File: src/rtl/alu_seq_pkg.sv
// alu_seq_pkg: shared widths, ALU opcodes, FSM state encoding and the
// latched command payload used by the ALU sequencer and its register file.
package alu_seq_pkg;

  localparam int unsigned DATA_W   = 4;
  localparam int unsigned IDX_W    = 2;
  localparam int unsigned OP_W     = 3;
  localparam int unsigned NUM_REGS = 4;

  // ALU mode encodings as understood by the gate-level ALU
  localparam logic [OP_W-1:0] OP_NOT_A = 3'b000;
  localparam logic [OP_W-1:0] OP_ADD3  = 3'b001;
  localparam logic [OP_W-1:0] OP_AND   = 3'b010;
  localparam logic [OP_W-1:0] OP_OR    = 3'b011;
  localparam logic [OP_W-1:0] OP_XOR   = 3'b100;
  localparam logic [OP_W-1:0] OP_SHL   = 3'b101;
  localparam logic [OP_W-1:0] OP_ZERO  = 3'b110;
  localparam logic [OP_W-1:0] OP_ONES  = 3'b111;

  typedef enum logic [1:0] {
    ST_IDLE    = 2'd0,
    ST_ISSUE   = 2'd1,
    ST_WAIT    = 2'd2,
    ST_CAPTURE = 2'd3
  } state_t;

  // Command fields captured at the handshake
  typedef struct packed {
    logic [OP_W-1:0]  op;
    logic [IDX_W-1:0] ra;
    logic [IDX_W-1:0] rb;
    logic [IDX_W-1:0] rc;
    logic [IDX_W-1:0] rd;
  } cmd_t;

endpackage

File: src/rtl/alu_seq_regfile.sv
// alu_seq_regfile: 4 x 4-bit operand register file.
// Ports:
//   clock, reset          - rising-edge clock, synchronous active-high clear
//   wr_en/wr_idx/wr_data  - single synchronous write port
//   rd_a/b/c_idx -> *_data - three combinational operand read ports
//   dbg_idx -> dbg_data   - combinational debug read port
module alu_seq_regfile
  import alu_seq_pkg::*;
(
  input  logic              clock,
  input  logic              reset,
  input  logic              wr_en,
  input  logic [IDX_W-1:0]  wr_idx,
  input  logic [DATA_W-1:0] wr_data,
  input  logic [IDX_W-1:0]  rd_a_idx,
  input  logic [IDX_W-1:0]  rd_b_idx,
  input  logic [IDX_W-1:0]  rd_c_idx,
  input  logic [IDX_W-1:0]  dbg_idx,
  output logic [DATA_W-1:0] rd_a_data,
  output logic [DATA_W-1:0] rd_b_data,
  output logic [DATA_W-1:0] rd_c_data,
  output logic [DATA_W-1:0] dbg_data
);

  logic [DATA_W-1:0] regs [NUM_REGS];

  // Storage with synchronous clear
  always_ff @(posedge clock) begin
    if (reset) begin
      for (int i = 0; i < int'(NUM_REGS); i++) begin
        regs[i] <= '0;
      end
    end else if (wr_en) begin
      regs[wr_idx] <= wr_data;
    end
  end

  assign rd_a_data = regs[rd_a_idx];
  assign rd_b_data = regs[rd_b_idx];
  assign rd_c_data = regs[rd_c_idx];
  assign dbg_data  = regs[dbg_idx];

endmodule

File: src/rtl/alu_sequencer.sv
// alu_sequencer: sequencing controller for the 4-bit, 8-mode gate-level ALU.
// Accepts one command at a time (valid/ready), drives the ALU from the
// operand register file, holds the drive for SETTLE_CYCLES, captures the
// result and writes it back to the destination register.
// Optional feature macro: ALU_SEQ_FLAGS_EN adds flag_zero/flag_carry.
// Ports:
//   clock, reset                      - rising-edge clock, sync active-high reset
//   cmd_valid/cmd_ready, cmd_op,
//   cmd_ra/rb/rc/rd                   - command handshake and fields
//   load_en/load_idx/load_data        - host register write (IDLE only)
//   alu_select/alu_a/alu_b/alu_c      - registered ALU drive
//   alu_regout/alu_carryout           - ALU results
//   done_valid/done_data/done_carry   - completion pulse and captured result
//   busy                              - inverse of cmd_ready out of reset
//   dbg_idx/dbg_data                  - combinational register-file read
//   flag_zero/flag_carry              - result flags (ALU_SEQ_FLAGS_EN only)
module alu_sequencer
  import alu_seq_pkg::*;
#(
  parameter int unsigned SETTLE_CYCLES = 3
) (
  input  logic              clock,
  input  logic              reset,
  input  logic              cmd_valid,
  output logic              cmd_ready,
  input  logic [OP_W-1:0]   cmd_op,
  input  logic [IDX_W-1:0]  cmd_ra,
  input  logic [IDX_W-1:0]  cmd_rb,
  input  logic [IDX_W-1:0]  cmd_rc,
  input  logic [IDX_W-1:0]  cmd_rd,
  input  logic              load_en,
  input  logic [IDX_W-1:0]  load_idx,
  input  logic [DATA_W-1:0] load_data,
  output logic [OP_W-1:0]   alu_select,
  output logic [DATA_W-1:0] alu_a,
  output logic [DATA_W-1:0] alu_b,
  output logic [DATA_W-1:0] alu_c,
  input  logic [DATA_W-1:0] alu_regout,
  input  logic              alu_carryout,
  output logic              done_valid,
  output logic [DATA_W-1:0] done_data,
  output logic              done_carry,
  output logic              busy,
  input  logic [IDX_W-1:0]  dbg_idx,
  output logic [DATA_W-1:0] dbg_data
`ifdef ALU_SEQ_FLAGS_EN
  ,
  output logic              flag_zero,
  output logic              flag_carry
`endif
);

  // Counter only needs to hold SETTLE_CYCLES-1
  localparam int unsigned CNT_W = (SETTLE_CYCLES > 1) ? $clog2(SETTLE_CYCLES) : 1;

  state_t            state;
  cmd_t              cmd;
  logic [CNT_W-1:0]  cnt;
  logic              accept;
  logic              capture;
  logic              wr_en;
  logic [IDX_W-1:0]  wr_idx;
  logic [DATA_W-1:0] wr_data;
  logic [DATA_W-1:0] rd_a_data;
  logic [DATA_W-1:0] rd_b_data;
  logic [DATA_W-1:0] rd_c_data;

  assign accept  = cmd_valid & cmd_ready & (state == ST_IDLE);
  assign capture = (state == ST_CAPTURE);

  // Write port: result write-back in CAPTURE, host loads only in IDLE
  assign wr_en   = capture | ((state == ST_IDLE) & load_en);
  assign wr_idx  = capture ? cmd.rd : load_idx;
  assign wr_data = capture ? done_data : load_data;

  alu_seq_regfile u_regfile (
    .clock     (clock),
    .reset     (reset),
    .wr_en     (wr_en),
    .wr_idx    (wr_idx),
    .wr_data   (wr_data),
    .rd_a_idx  (cmd.ra),
    .rd_b_idx  (cmd.rb),
    .rd_c_idx  (cmd.rc),
    .dbg_idx   (dbg_idx),
    .rd_a_data (rd_a_data),
    .rd_b_data (rd_b_data),
    .rd_c_data (rd_c_data),
    .dbg_data  (dbg_data)
  );

  // Sequencer FSM, settle counter and all registered outputs
  always_ff @(posedge clock) begin
    if (reset) begin
      state      <= ST_IDLE;
      cmd        <= '0;
      cnt        <= '0;
      cmd_ready  <= 1'b0;
      busy       <= 1'b0;
      alu_select <= '0;
      alu_a      <= '0;
      alu_b      <= '0;
      alu_c      <= '0;
      done_valid <= 1'b0;
      done_data  <= '0;
      done_carry <= 1'b0;
`ifdef ALU_SEQ_FLAGS_EN
      flag_zero  <= 1'b0;
      flag_carry <= 1'b0;
`endif
    end else begin
      done_valid <= 1'b0;
      case (state)
        ST_IDLE: begin
          if (accept) begin
            cmd       <= '{op: cmd_op, ra: cmd_ra, rb: cmd_rb, rc: cmd_rc, rd: cmd_rd};
            state     <= ST_ISSUE;
            cmd_ready <= 1'b0;
            busy      <= 1'b1;
          end else begin
            // First IDLE cycle after reset raises ready here
            cmd_ready <= 1'b1;
            busy      <= 1'b0;
          end
        end
        ST_ISSUE: begin
          alu_select <= cmd.op;
          alu_a      <= rd_a_data;
          alu_b      <= rd_b_data;
          alu_c      <= rd_c_data;
          cnt        <= CNT_W'(SETTLE_CYCLES - 1);
          state      <= ST_WAIT;
        end
        ST_WAIT: begin
          if (cnt == '0) begin
            // Sample on entry to CAPTURE so the result accompanies done_valid
            state      <= ST_CAPTURE;
            done_valid <= 1'b1;
            done_data  <= alu_regout;
            done_carry <= alu_carryout;
`ifdef ALU_SEQ_FLAGS_EN
            flag_zero  <= (alu_regout == '0);
            flag_carry <= alu_carryout;
`endif
          end else begin
            cnt <= cnt - CNT_W'(1);
          end
        end
        ST_CAPTURE: begin
          state     <= ST_IDLE;
          cmd_ready <= 1'b1;
          busy      <= 1'b0;
        end
        default: begin
          state <= ST_IDLE;
        end
      endcase
    end
  end

endmodule

File: config.mk
export PLATFORM = sky130hd
export DESIGN_NAME = alu_sequencer
export DESIGN_NICKNAME = d
export VERILOG_FILES = /design/src/rtl/alu_seq_pkg.sv /design/src/rtl/alu_seq_regfile.sv /design/src/rtl/alu_sequencer.sv
export SDC_FILE = /design/constraint.sdc
export NUM_CORES = 1
export LEC_CHECK = 0
export CAP_MARGIN = 20
export CORE_ASPECT_RATIO = 0.8
export CORE_UTILIZATION = 46
export DETAILED_ROUTE_END_ITERATION = 12
export GPL_ROUTABILITY_DRIVEN = 1
export PLACE_DENSITY_LB_ADDON = 0.12
export RECOVER_POWER = 25
export SKIP_LAST_GASP = 1
export SYNTH_ARGS = -nofsm -noshare
export SYNTH_HDL_FRONTEND = slang
export SYNTH_SLANG_ARGS = --single-unit
File: constraint.sdc
create_clock -name clock -period 1.8 [get_ports clock]
set_clock_uncertainty 0.15 [all_clocks]
set_input_delay 0.18 -clock clock [delete_from_list [all_inputs] [get_ports clock]]
set_output_delay 0.18 -clock clock [all_outputs]
set_load 0.02 [all_outputs]
==> metrics <==
run status complete, no violations; peak supply drop 0.000752 V; worst path buffer plus inverter count 1; global-route usage over all layers approximately 22%; most frequent cells in the layout 50 x buf_4, 49 x clkdlybuf4s50_1, 36 x dfxtp_1, 31 x nand2_1, 27 x nor2_1; Syn Inst Count between 200 and 300; min Tclk post-route 1.74 ns; Slowest Stage Delay on Critical Path around 0.38 ns; Mapped Area 2730 sq um; setup slack, reg-to-reg 0.06 ns; P&R area growth vs syn 36.4%; max-capacitance violation count 0; EDFF count, synth 16; CTS tree yes; flops & latches, synth 54; Via Count ~2,300; Die Width between 80 and 90 microns; pwr/cell area between 1000 and 1500 nW/um^2; Starting Density 48.9%; HP Class input pin to register; DR pass1 iterations 4; post-DR wirelength/cell approximately 15 microns; Nets ~380; Clock H-tree levels 2; cell taking the most area after synthesis dfxtp_1; crit end category register; Clock Pin Slew Worst Setup and Hold Paths 0.09 ns; Ports between 50 and 60; die area about 6300 sq um; CTS Buf Count 5; critical path launch point type register; CP Class register to register; arrival time at the worst endpoint about 1.7 ns; via/cell ratio 5.32; top cells by area, synth dfxtp_1 28%, edfxtp_1 18%, mux4_2 13%; fmax roughly 0.57 GHz; Post-DP HPWL between 4 and 5 mm; core region area between 5000 and 6000 sq um; Critical Path RT between 1.5 and 2 ns; syn_area_per_cell roughly 11 sq um; Crit path depth 5; first-pass GRT wire length between 10 and 15 mm; share of cells above drive strength 1 24.9%; CP Max Fanout 4; worst setup path endpoint u_regfile.regs[0][3]; Final Wtd Congestion 0.826; Crit-path slowest cell dfxtp_2; Final period util between 90 and 100%; final setup fails 0; synthesis warning total 0; Routed Wire Length around 6.4 mm; largest net degree at the start of global routing 19; Worst Slack Setup Final 0.0556 ns; # rows 24; register area share after synthesis between 40% and 50%; Synth top area share 27.8%; Crit. Startpoint state[0]; I/O Buffers 54; Max Transition Viols Final 0; Ant. Diodes 0; synthesized net count between 200 and 300; P_leak around 1.4 nW; ys async rst share 0%; # DRC 0; gr ovfl total 0; Worst Reg2Reg Path Length in Cells 5; vias in the first global route around 2,200; CP cell instances inv_1 > ha_4 > and4bb_2 > o21a_1 > or2_4; worst slack at placement -0.405 ns; die height approximately 71 microns; Hold Fails Final Rpt 0; remaining antenna violation count 0; initial antenna violation count 0; clock sink count 54; fin util 66.8%; Worst-Margin Slew roughly 0.33 ns; distinct cell type count after synthesis 35; Max-slew headroom roughly four fifths; Primary FF master, synth dfxtp_1; CP delay by family, top simple AND/OR/NAND/NOR gates; Longest Clk Path Bufs 2; reg2reg end u_regfile.regs[0][3]; DR iter-0 viols 80; reg2reg start state[0]; clk root buf clkbuf_8; Worst-Skew Late Latency 0.31 ns; commonest non-fill, non-tap cell in the layout buf_4; Hold-fix buffers, CTS 0
## power by group
part / switching, W / total [W] / internal (W)
combinational: 0.000909 / 0.00195 / 0.00104
sequential: 0.000190 / 0.00167 / 0.00148
clock: 0.000386 / 0.000658 / 0.000272
total: 0.00148 / 0.00428 / 0.00279
## worst register-to-register path, delay by kind of cell, from the launching register on
| family | cells | cell delay [ns] |
|---|---|---|
| and+or+nand+nor | 2 | 0.52 |
| DFF | 1 | 0.38 |
| AOI/OAI and AO/OA | 1 | 0.19 |
| adders and majority gates | 1 | 0.18 |
| buffers and inverters | 1 | 0.09 |
## per-stage QoR
step / std cells / area (sq um) / total power, W / hold slack, ns / setup TNS (ns)
floorplan: 254 / 2730 / 0.00276 / 0.166 / 0
global placement: 419 / 3620 / 0.00353 / 0.294 / -1.52
detailed placement: 419 / 3620 / 0.00358 / 0.299 / -1.59
CTS: 427 / 3700 / 0.00422 / 0.257 / 0
global route: 428 / 3730 / 0.00455 / 0.282 / -0.0317
finish: 428 / 3730 / 0.00428 / 0.260 / 0
## cell type report
class | count | area (sq um)
multi-input cells | 173 | 1330
repair buffers | 107 | 948
inverters | 8 | 30.0
well taps | 78 | 97.6
clock buffers | 6 | 72.6
flip-flops and latches | 54 | 1240
fillers | 454 | 1860
clock inverters | 2 | 10.0
## kinds of logic after synthesis
group                    count (synthesis)  synth area share, %
flip-flops                              54                 45.4
AO/OA/AOI/OAI                           45                 10.7
adder cells (fa/ha/maj)                  6                 2.75
multiplexers                            33                 19.4
buffers and inverters                   27                 7.05
AND/OR/NAND/NOR                         89                 14.7
## registers in the layout, indices dropped and copies added (netlist names)
| signal | count |
|---|---|
| u_regfile.regs | 16 |
| alu_a | 4 |
| cmd_ready | 1 |
| alu_select | 3 |
| alu_b | 4 |
| cmd | 11 |
| busy | 1 |
| done_data | 4 |
| alu_c | 4 |
| done_valid | 1 |
| cnt | 2 |
| done_carry | 1 |
| state | 2 |
## worst min-delay path by stage
stage	startpoint	end	slack (ns)	depth (start not counted)
5_1_grt	cmd_rb[0]	cmd[4]	0.28	3
6_report	cmd_ra[0]	cmd[6]	0.26	3
3_5_place_dp	cmd[8]	cmd[8]	0.30	2
3_3_place_gp	cmd[8]	cmd[8]	0.29	2
2_1_floorplan	cmd_op[2]	cmd[10]	0.17	2
4_1_cts	cmd_ra[0]	cmd[6]	0.26	3
## per-layer routing
metal,track usage [%],up-vias,wire [microns]
met1,31.0,1073,2940
met2,34.6,93,3010
li1,-,1099,-
met3,3.50,10,376
met5,0,-,0
met4,7.53,0,79
## cells in the mapped netlist (all sizes together) (3+ instances only)
master   n
inv      8
a32oi    5
nor3     4
nor2b    4
nand2   31
o21a     3
mux2i   17
edfxtp  16
a22oi    3
dfxtp   38
a21oi   24
o21bai   4
a211oi   3
clkbuf   9
buf     10
nor2    27
mux4    16
nand3   13
ha       6
## timing repair
item / CTS / global route
setup endpoints to repair: 13 / 14
pin swaps: 0 / 2
setup buffers: 0 / 1
resized for setup: 21 / 6
hold endpoints to repair: 0 / 0
No activity file was read; power rests on OpenSTA's default activity.
